===== src/rtl/cpu_pkg.sv =====
`default_nettype none
// ============================================================================
// Module      : cpu_pkg
// Description : Shared constants for the SimpleCPU datapath and controller:
//               data/register/immediate widths, ALU opcodes and the
//               register-file write-source encodings with their decoder.
// Revision    : 1.0 - initial release
// ============================================================================
package cpu_pkg;

  localparam int DW   = 16;            // data / register width
  localparam int NREG = 16;            // number of registers
  localparam int AW   = $clog2(NREG);  // register address width
  localparam int CW   = 8;             // immediate constant width

  // ALU operation select (alu_s0)
  localparam logic ALU_ADD = 1'b1;
  localparam logic ALU_SUB = 1'b0;

  // Register-file write-source encodings, shared with the controller FSM
  localparam logic [1:0] WSRC_ALU     = 2'b00;
  localparam logic [1:0] WSRC_MEM     = 2'b01;
  localparam logic [1:0] WSRC_MEM_NOT = 2'b10;
  localparam logic [1:0] WSRC_CONST   = 2'b11;

  // Resolve the raw control bits into a write source. The constant wins over
  // the memory path, and the memory path wins over the ALU.
  function automatic logic [1:0] decode_wsrc(input logic cons,
                                             input logic s,
                                             input logic ext);
    logic [1:0] sel;
    sel = WSRC_ALU;
    if (cons == 1'b1) begin
      sel = WSRC_CONST;
    end else if (s == 1'b1) begin
      sel = (ext == 1'b1) ? WSRC_MEM_NOT : WSRC_MEM;
    end
    return sel;
  endfunction

endpackage
`default_nettype wire


===== src/rtl/cpu_datapath_register_file.sv =====
`default_nettype none
// ============================================================================
// Module      : register_file
// Description : NREG x DW register file with two asynchronous read ports and
//               one synchronous write port; synchronous active-high reset
//               clears every register.
// Ports       : clk, rst            - clock, sync active-high reset
//               w_addr/w_en/w_data  - write port (written on posedge)
//               p_addr/p_en/p_data  - read port P (0 unless p_en == 1)
//               q_addr/q_en/q_data  - read port Q (0 unless q_en == 1)
// Revision    : 1.0 - initial release
// ============================================================================
module register_file #(
  parameter int DW   = cpu_pkg::DW,
  parameter int NREG = cpu_pkg::NREG,
  parameter int AW   = $clog2(NREG)
) (
  input  logic          clk,
  input  logic          rst,
  input  logic [AW-1:0] w_addr,
  input  logic          w_en,
  input  logic [DW-1:0] w_data,
  input  logic [AW-1:0] p_addr,
  input  logic          p_en,
  output logic [DW-1:0] p_data,
  input  logic [AW-1:0] q_addr,
  input  logic          q_en,
  output logic [DW-1:0] q_data
);

  logic [NREG-1:0][DW-1:0] regs_q;
  logic [NREG-1:0][DW-1:0] regs_d;

  // Next-state: only an enable of exactly 1 writes; 0 or X leaves state alone.
  always_comb begin
    regs_d = regs_q;
    if (w_en == 1'b1) begin
      regs_d[w_addr] = w_data;
    end
  end

  always_ff @(posedge clk) begin
    if (rst) begin
      regs_q <= '0;
    end else begin
      regs_q <= regs_d;
    end
  end

  // Reads come from the current flops, so a same-cycle write is not visible
  // until after the edge. A non-1 enable forces the port to zero.
  always_comb begin
    p_data = '0;
    if (p_en == 1'b1) begin
      p_data = regs_q[p_addr];
    end
  end

  always_comb begin
    q_data = '0;
    if (q_en == 1'b1) begin
      q_data = regs_q[q_addr];
    end
  end

endmodule
`default_nettype wire


===== src/rtl/cpu_datapath.sv =====
`default_nettype none
// ============================================================================
// Module      : cpu_datapath
// Description : SimpleCPU execute datapath: register file, add/sub ALU and
//               write-source mux. Single-cycle execute; result lands in the
//               register file on the rising edge that ends the cycle.
// Ports       : clk, rst                      - clock, sync active-high reset
//               RF_W_addr, RF_W_wr            - destination register / enable
//               RF_Rp_addr/rd, RF_Rq_addr/rd  - read ports P and Q
//               RF_s, RF_cons, RF_ext         - write-source select bits
//               alu_s0                        - 1 = add, 0 = subtract
//               Val_cons                      - immediate constant
//               R_data / W_data               - data memory read / write data
//               RF_Rp_zero                    - Rp_data == 0 flag
//               Rp_data, Rq_data              - read port observe outputs
// Revision    : 1.0 - initial release
// ============================================================================
module cpu_datapath #(
  parameter int DW   = cpu_pkg::DW,
  parameter int NREG = cpu_pkg::NREG,
  parameter int CW   = cpu_pkg::CW
) (
  input  logic                     clk,
  input  logic                     rst,
  input  logic [$clog2(NREG)-1:0]  RF_W_addr,
  input  logic                     RF_W_wr,
  input  logic [$clog2(NREG)-1:0]  RF_Rp_addr,
  input  logic                     RF_Rp_rd,
  input  logic [$clog2(NREG)-1:0]  RF_Rq_addr,
  input  logic                     RF_Rq_rd,
  input  logic                     RF_s,
  input  logic                     RF_cons,
  input  logic                     RF_ext,
  input  logic                     alu_s0,
  input  logic [CW-1:0]            Val_cons,
  input  logic [DW-1:0]            R_data,
  output logic [DW-1:0]            W_data,
  output logic                     RF_Rp_zero,
  output logic [DW-1:0]            Rp_data,
  output logic [DW-1:0]            Rq_data
);

  import cpu_pkg::*;

  logic [DW-1:0] alu_y;
  logic [DW-1:0] wsrc;
  logic [1:0]    wsrc_sel;

  register_file #(
    .DW   (DW),
    .NREG (NREG),
    .AW   ($clog2(NREG))
  ) u_register_file (
    .clk    (clk),
    .rst    (rst),
    .w_addr (RF_W_addr),
    .w_en   (RF_W_wr),
    .w_data (wsrc),
    .p_addr (RF_Rp_addr),
    .p_en   (RF_Rp_rd),
    .p_data (Rp_data),
    .q_addr (RF_Rq_addr),
    .q_en   (RF_Rq_rd),
    .q_data (Rq_data)
  );

  // Add/sub wraps modulo 2^DW; no carry is kept.
  always_comb begin
    alu_y = Rp_data - Rq_data;
    if (alu_s0 == ALU_ADD) begin
      alu_y = Rp_data + Rq_data;
    end
  end

  // Write-source mux. An undecodable select only matters when a write is
  // enabled, and the register file ignores wsrc otherwise.
  always_comb begin
    wsrc_sel = decode_wsrc(RF_cons, RF_s, RF_ext);
    wsrc     = alu_y;
    case (wsrc_sel)
      WSRC_CONST:   wsrc = {{(DW-CW){1'b0}}, Val_cons};
      WSRC_MEM_NOT: wsrc = ~R_data;
      WSRC_MEM:     wsrc = R_data;
      default:      wsrc = alu_y;
    endcase
  end

  assign W_data     = Rp_data;
  assign RF_Rp_zero = (Rp_data == '0);

endmodule
`default_nettype wire


===== config.mk =====
export PLATFORM = sky130hd
export DESIGN_NAME = cpu_datapath
export DESIGN_NICKNAME = d
export VERILOG_FILES = /design/src/rtl/cpu_pkg.sv /design/src/rtl/cpu_datapath_register_file.sv /design/src/rtl/cpu_datapath.sv
export SDC_FILE = /design/constraint.sdc
export NUM_CORES = 1
export LEC_CHECK = 0
export BUFFER_PORTS_ARGS = -buffer_cell sky130_fd_sc_hd__clkbuf_2
export CORE_MARGIN = 1.5
export CORE_UTILIZATION = 55
export CTS_CLUSTER_SIZE = 40
export DETAILED_ROUTE_END_ITERATION = 6
export GPL_TIMING_DRIVEN = 0
export HOLD_SLACK_MARGIN = 0.08
export MAX_ROUTING_LAYER = met4
export PLACE_DENSITY_LB_ADDON = 0.12
export SLEW_MARGIN = 5
export SYNTH_ARGS = -nofsm -noshare
export SYNTH_HDL_FRONTEND = slang
export SYNTH_SLANG_ARGS = --single-unit

===== constraint.sdc =====
create_clock -name clk -period 6.2 [get_ports clk]
set_input_delay 0.31 -clock clk [delete_from_list [all_inputs] [get_ports clk]]
set_output_delay 0.31 -clock clk [all_outputs]
set_load 0.01 [all_outputs]

==> impl_metrics.yaml <==
power_and_ir_drop:
  power.share.sequential_pct: 42.1
  finalPower_mw: 4.00
  leakagePower_nw: 6.01
  clkPwrFrac_pct: 44.0
  power.switching_fraction_pct: 28.0
  cellInternalPower_mw: 2.88
  combPwrFrac_pct: 13.9
  pwr_density_cell_mw_per_mm2: 237
  ir_worst_vdd_uv: 208
  netSwitchingPower_mw: 1.12
cts:
  cts_root_buf: "clkbuf_16"
  cts-buffers-inserted: 29
  htreeDepth: 1
  cts_hold_repair.buffers: 0
  cts_tree: "built"
  worst_setup_hold_path_clk_slew_ps: 60
  tritoncts_num_sinks: 256
  number_of_buffers_between_clock_root_and_the_deepest_sink: 3
  insertion_delay_ps: 560
layout:
  multi_input_comb_area_sq_mm: 0.00904
  fillers: 2352
  syn2layout_area_growth_pct: 13.2
  fin_nets: 1783
  biggestRegsByFlops: "u_register_file.regs_q x256"
  ff_latch_area_sq_mm: 0.00512
  largest-register: "u_register_file.regs_q"
  post_route_cells_drive_above_1_share_pct: 19.1
  largest_reg_flops: 256
placement:
  final_gp_congestion: 1.03
  port-buffer-count: 84
  place_hpwl_um: 44800
drt:
  drt.antenna.violating_nets: 0
  first_pass_iters: 6
  drt-initial-drc-count: 2002
  drt_wl_total_um: 61200
  routed_wire_length_per_instance_um: 29.3
  routed_via_density: 6.89
  drt_drc_violations_left: 0
  vias_after_detailed_routing: 14400
logic_synthesis:
  post_synth_inst_count: 1604
  synth_sequential_area_ratio_pct: 34.4
  synthFlopType: "dfxtp_1"
  mappedNetlistNets: 1666
  syn_area_sq_mm: 0.0149
  yosys-top-cells-area: "dfxtp_1, mux4_2, nand2_1, a21oi_1, a211oi_1"
  synth_top_area_cell: "dfxtp_1"
  post-synth-top-count-cell: "nand2_1"
  synthesis.area_per_instance_sq_um: 9.28
  synth_edf_count: 0
  yosys_register_bits: 256
  synth_largest_type_area_fraction_pct: 34.4
  synth-warning-count: 0
  yosys.cell_types.count: 65
  asyncSetResetFlopFracSynth_pct: 0
  ys_top_cells_by_count: "nand2_1, dfxtp_1, nor2_1"
sta:
  final.min_clock_period_ps: 5980
  rsz0062_at_grt: "false"
  timing.max_slew.rel_slack_pct: 9.25
  hold-worst-slack_ps: 249
  final_hold_violations: 0
  fmaxAchievable_mhz: 167
  tightestPinTransition_ps: 1360
  clock_skew_ps: 22.0
  report.final.slew_viol_count: 0
  finalSetupViolations: 0
  min_period_over_period_pct: 96.4
worst_setup_path:
  timing.critical_path.from_type: "input port"
  crit_path_end_kind: "flip-flop"
  reg_to_reg_setup_timing_slack_ps: 690
  worst-endpoint-arrival_ps: 6450
  worstPathMaxFanout: 10
  worst-endpoint-required_ps: 6670
  worst-setup-path-type: "in -> reg"
floorplanning:
  dieWidth_um: 168
  floorplan.io_pins: 94
  num_rows: 60
  core_area_sq_mm: 0.0267
  start_util_pct: 55.7
  die_y_um: 168
  fp.dieArea_sq_mm: 0.0281
status:
  outcome: "finished, final reports clean"
grt:
  grt_max_degree: 14
  gr-total-overflow: 0
  via_count_of_the_first_global_routing_pass: 13500
  global_route_wire_length_before_repair_um: 88700
  globalRouteTotalUtil_pct: 44.8
  antenna_found_initial: 3
worst_hold_path:
  class_of_the_tightest_hold_or_removal_check: "in -> reg"
job:
  cap_viol_max_count: 0
==> stage by stage <==
stage	cell area [sq um]	utilization [%]	cells	TNS [ps]	setup WS, ps
2_1_floorplan	14900	-	1604	0	312
3_3_place_gp	15700	58.9	2029	-232730	-2170
3_5_place_dp	15800	59.1	2032	-235360	-1940
4_1_cts	16800	62.9	2085	0	18.6
5_1_grt	16900	63.1	2086	0	15.3
6_report	16900	63.1	2087	0	221
==> layer usage <==
| layer | up-vias | share of wire, % | GRT usage [%] |
|---|---|---|---|
| met1 | 6849 | 37 | 56.6 |
| met2 | 1192 | 43 | 66.5 |
| li1 | 6101 | - | - |
| met4 | 0 | 5.1 | 19.1 |
| met3 | 229 | 15 | 13.8 |
| met5 | - | 0 | - |
==> layout by cell type, fill, tap and decap left out, types with 7 or more instances in the layout <==
cell type / synthesis / final
a211oi_1: 92 / 91
a21oi_1: 153 / 152
a22oi_1: 28 / 28
and2_1: 19 / 19
buf_1: 14 / 9
buf_4: 21 / 22
buf_6: 5 / 7
clkbuf_1: 111 / 108
clkbuf_16: 0 / 29
clkbuf_2: 0 / 93
clkbuf_8: 0 / 8
dfxtp_1: 256 / 256
ha_1: 16 / 16
inv_1: 18 / 18
mux2i_1: 41 / 39
mux4_1: 8 / 8
mux4_2: 122 / 122
nand2_1: 266 / 266
nand3_1: 13 / 13
nand3b_1: 34 / 34
nor2_1: 162 / 162
nor2b_1: 11 / 11
nor3b_1: 20 / 20
o21ai_0: 26 / 26
o31ai_1: 25 / 24
o31ai_2: 10 / 10
xnor2_1: 26 / 26
xor2_1: 14 / 14
==> worst paths after layout <==
check	start	endpoint	depth (start not counted)
setup / recovery	RF_Rq_addr[3]	u_register_file.regs_q[173]	21
hold / removal	Val_cons[6]	u_register_file.regs_q[230]	5
setup reg to reg	u_register_file.regs_q[209]	u_register_file.regs_q[155]	19
hold reg to reg	u_register_file.regs_q[123]	u_register_file.regs_q[123]	2
==> cell type report <==
class,instances,area share [%]
Multi-Input combinational cell,1171,53.6
Inverter,20,0.445
Tap cell,341,2.53
Clock buffer,44,5.11
Clock inverter,9,0.594
Antenna cell,3,0.0445
Sequential cell,256,30.4
Buffer,156,4.56
Timing Repair Buffer,87,2.67
==> cell families (layout without fill, tap and decap cells) <==
logic type / count (synthesis) / count (layout) / synth area share, %
AO/OA/AOI/OAI: 378 / 378 / 16.5
XOR/XNOR: 40 / 40 / 2.35
adder cells (fa/ha/maj): 17 / 17 / 1.48
buffers and inverters: 177 / 316 / 5.39
flip-flops: 256 / 256 / 34.4
multiplexers: 172 / 172 / 22.7
other: 0 / 3 / 0
AND/OR/NAND/NOR: 564 / 564 / 17.1
==> what timing repair did <==
action                                 4_1_cts  5_1_grt
setup endpoints to repair                  177       77
pin swaps                                    0        0
endpoints found under the hold margin        0        0
setup buffers                                0        0
gates resized for setup                     19       14
==> power by group through the flow <==
stage / logic [mW] / registers (mW) / clock network [mW]
after global placement: 0.520 / 1.72 / 0
after detailed placement: 0.527 / 1.72 / 0
after floorplan: 0.342 / 1.71 / 0
after CTS: 0.534 / 1.68 / 1.74
after global routing: 0.579 / 1.69 / 1.80
final: 0.558 / 1.69 / 1.76
==> worst max-delay path, stage by stage <==
cell      delay (ps)
clkbuf_2         120
clkbuf_1         710
clkbuf_1         770
nor2_1           130
a22oi_1          270
nand3_1          150
nand4b_1         350
o31ai_1          410
a21oi_1          140
xnor2_1          150
ha_1             330
o21ai_0          220
o21ai_0          100
a21oi_1          270
o21ai_0          270
a41o_1           330
xnor2_1          200
a211oi_4         570
clkbuf_2         350
nand2_1           90
a21oi_1          190
(Power assumes the default switching activity.)
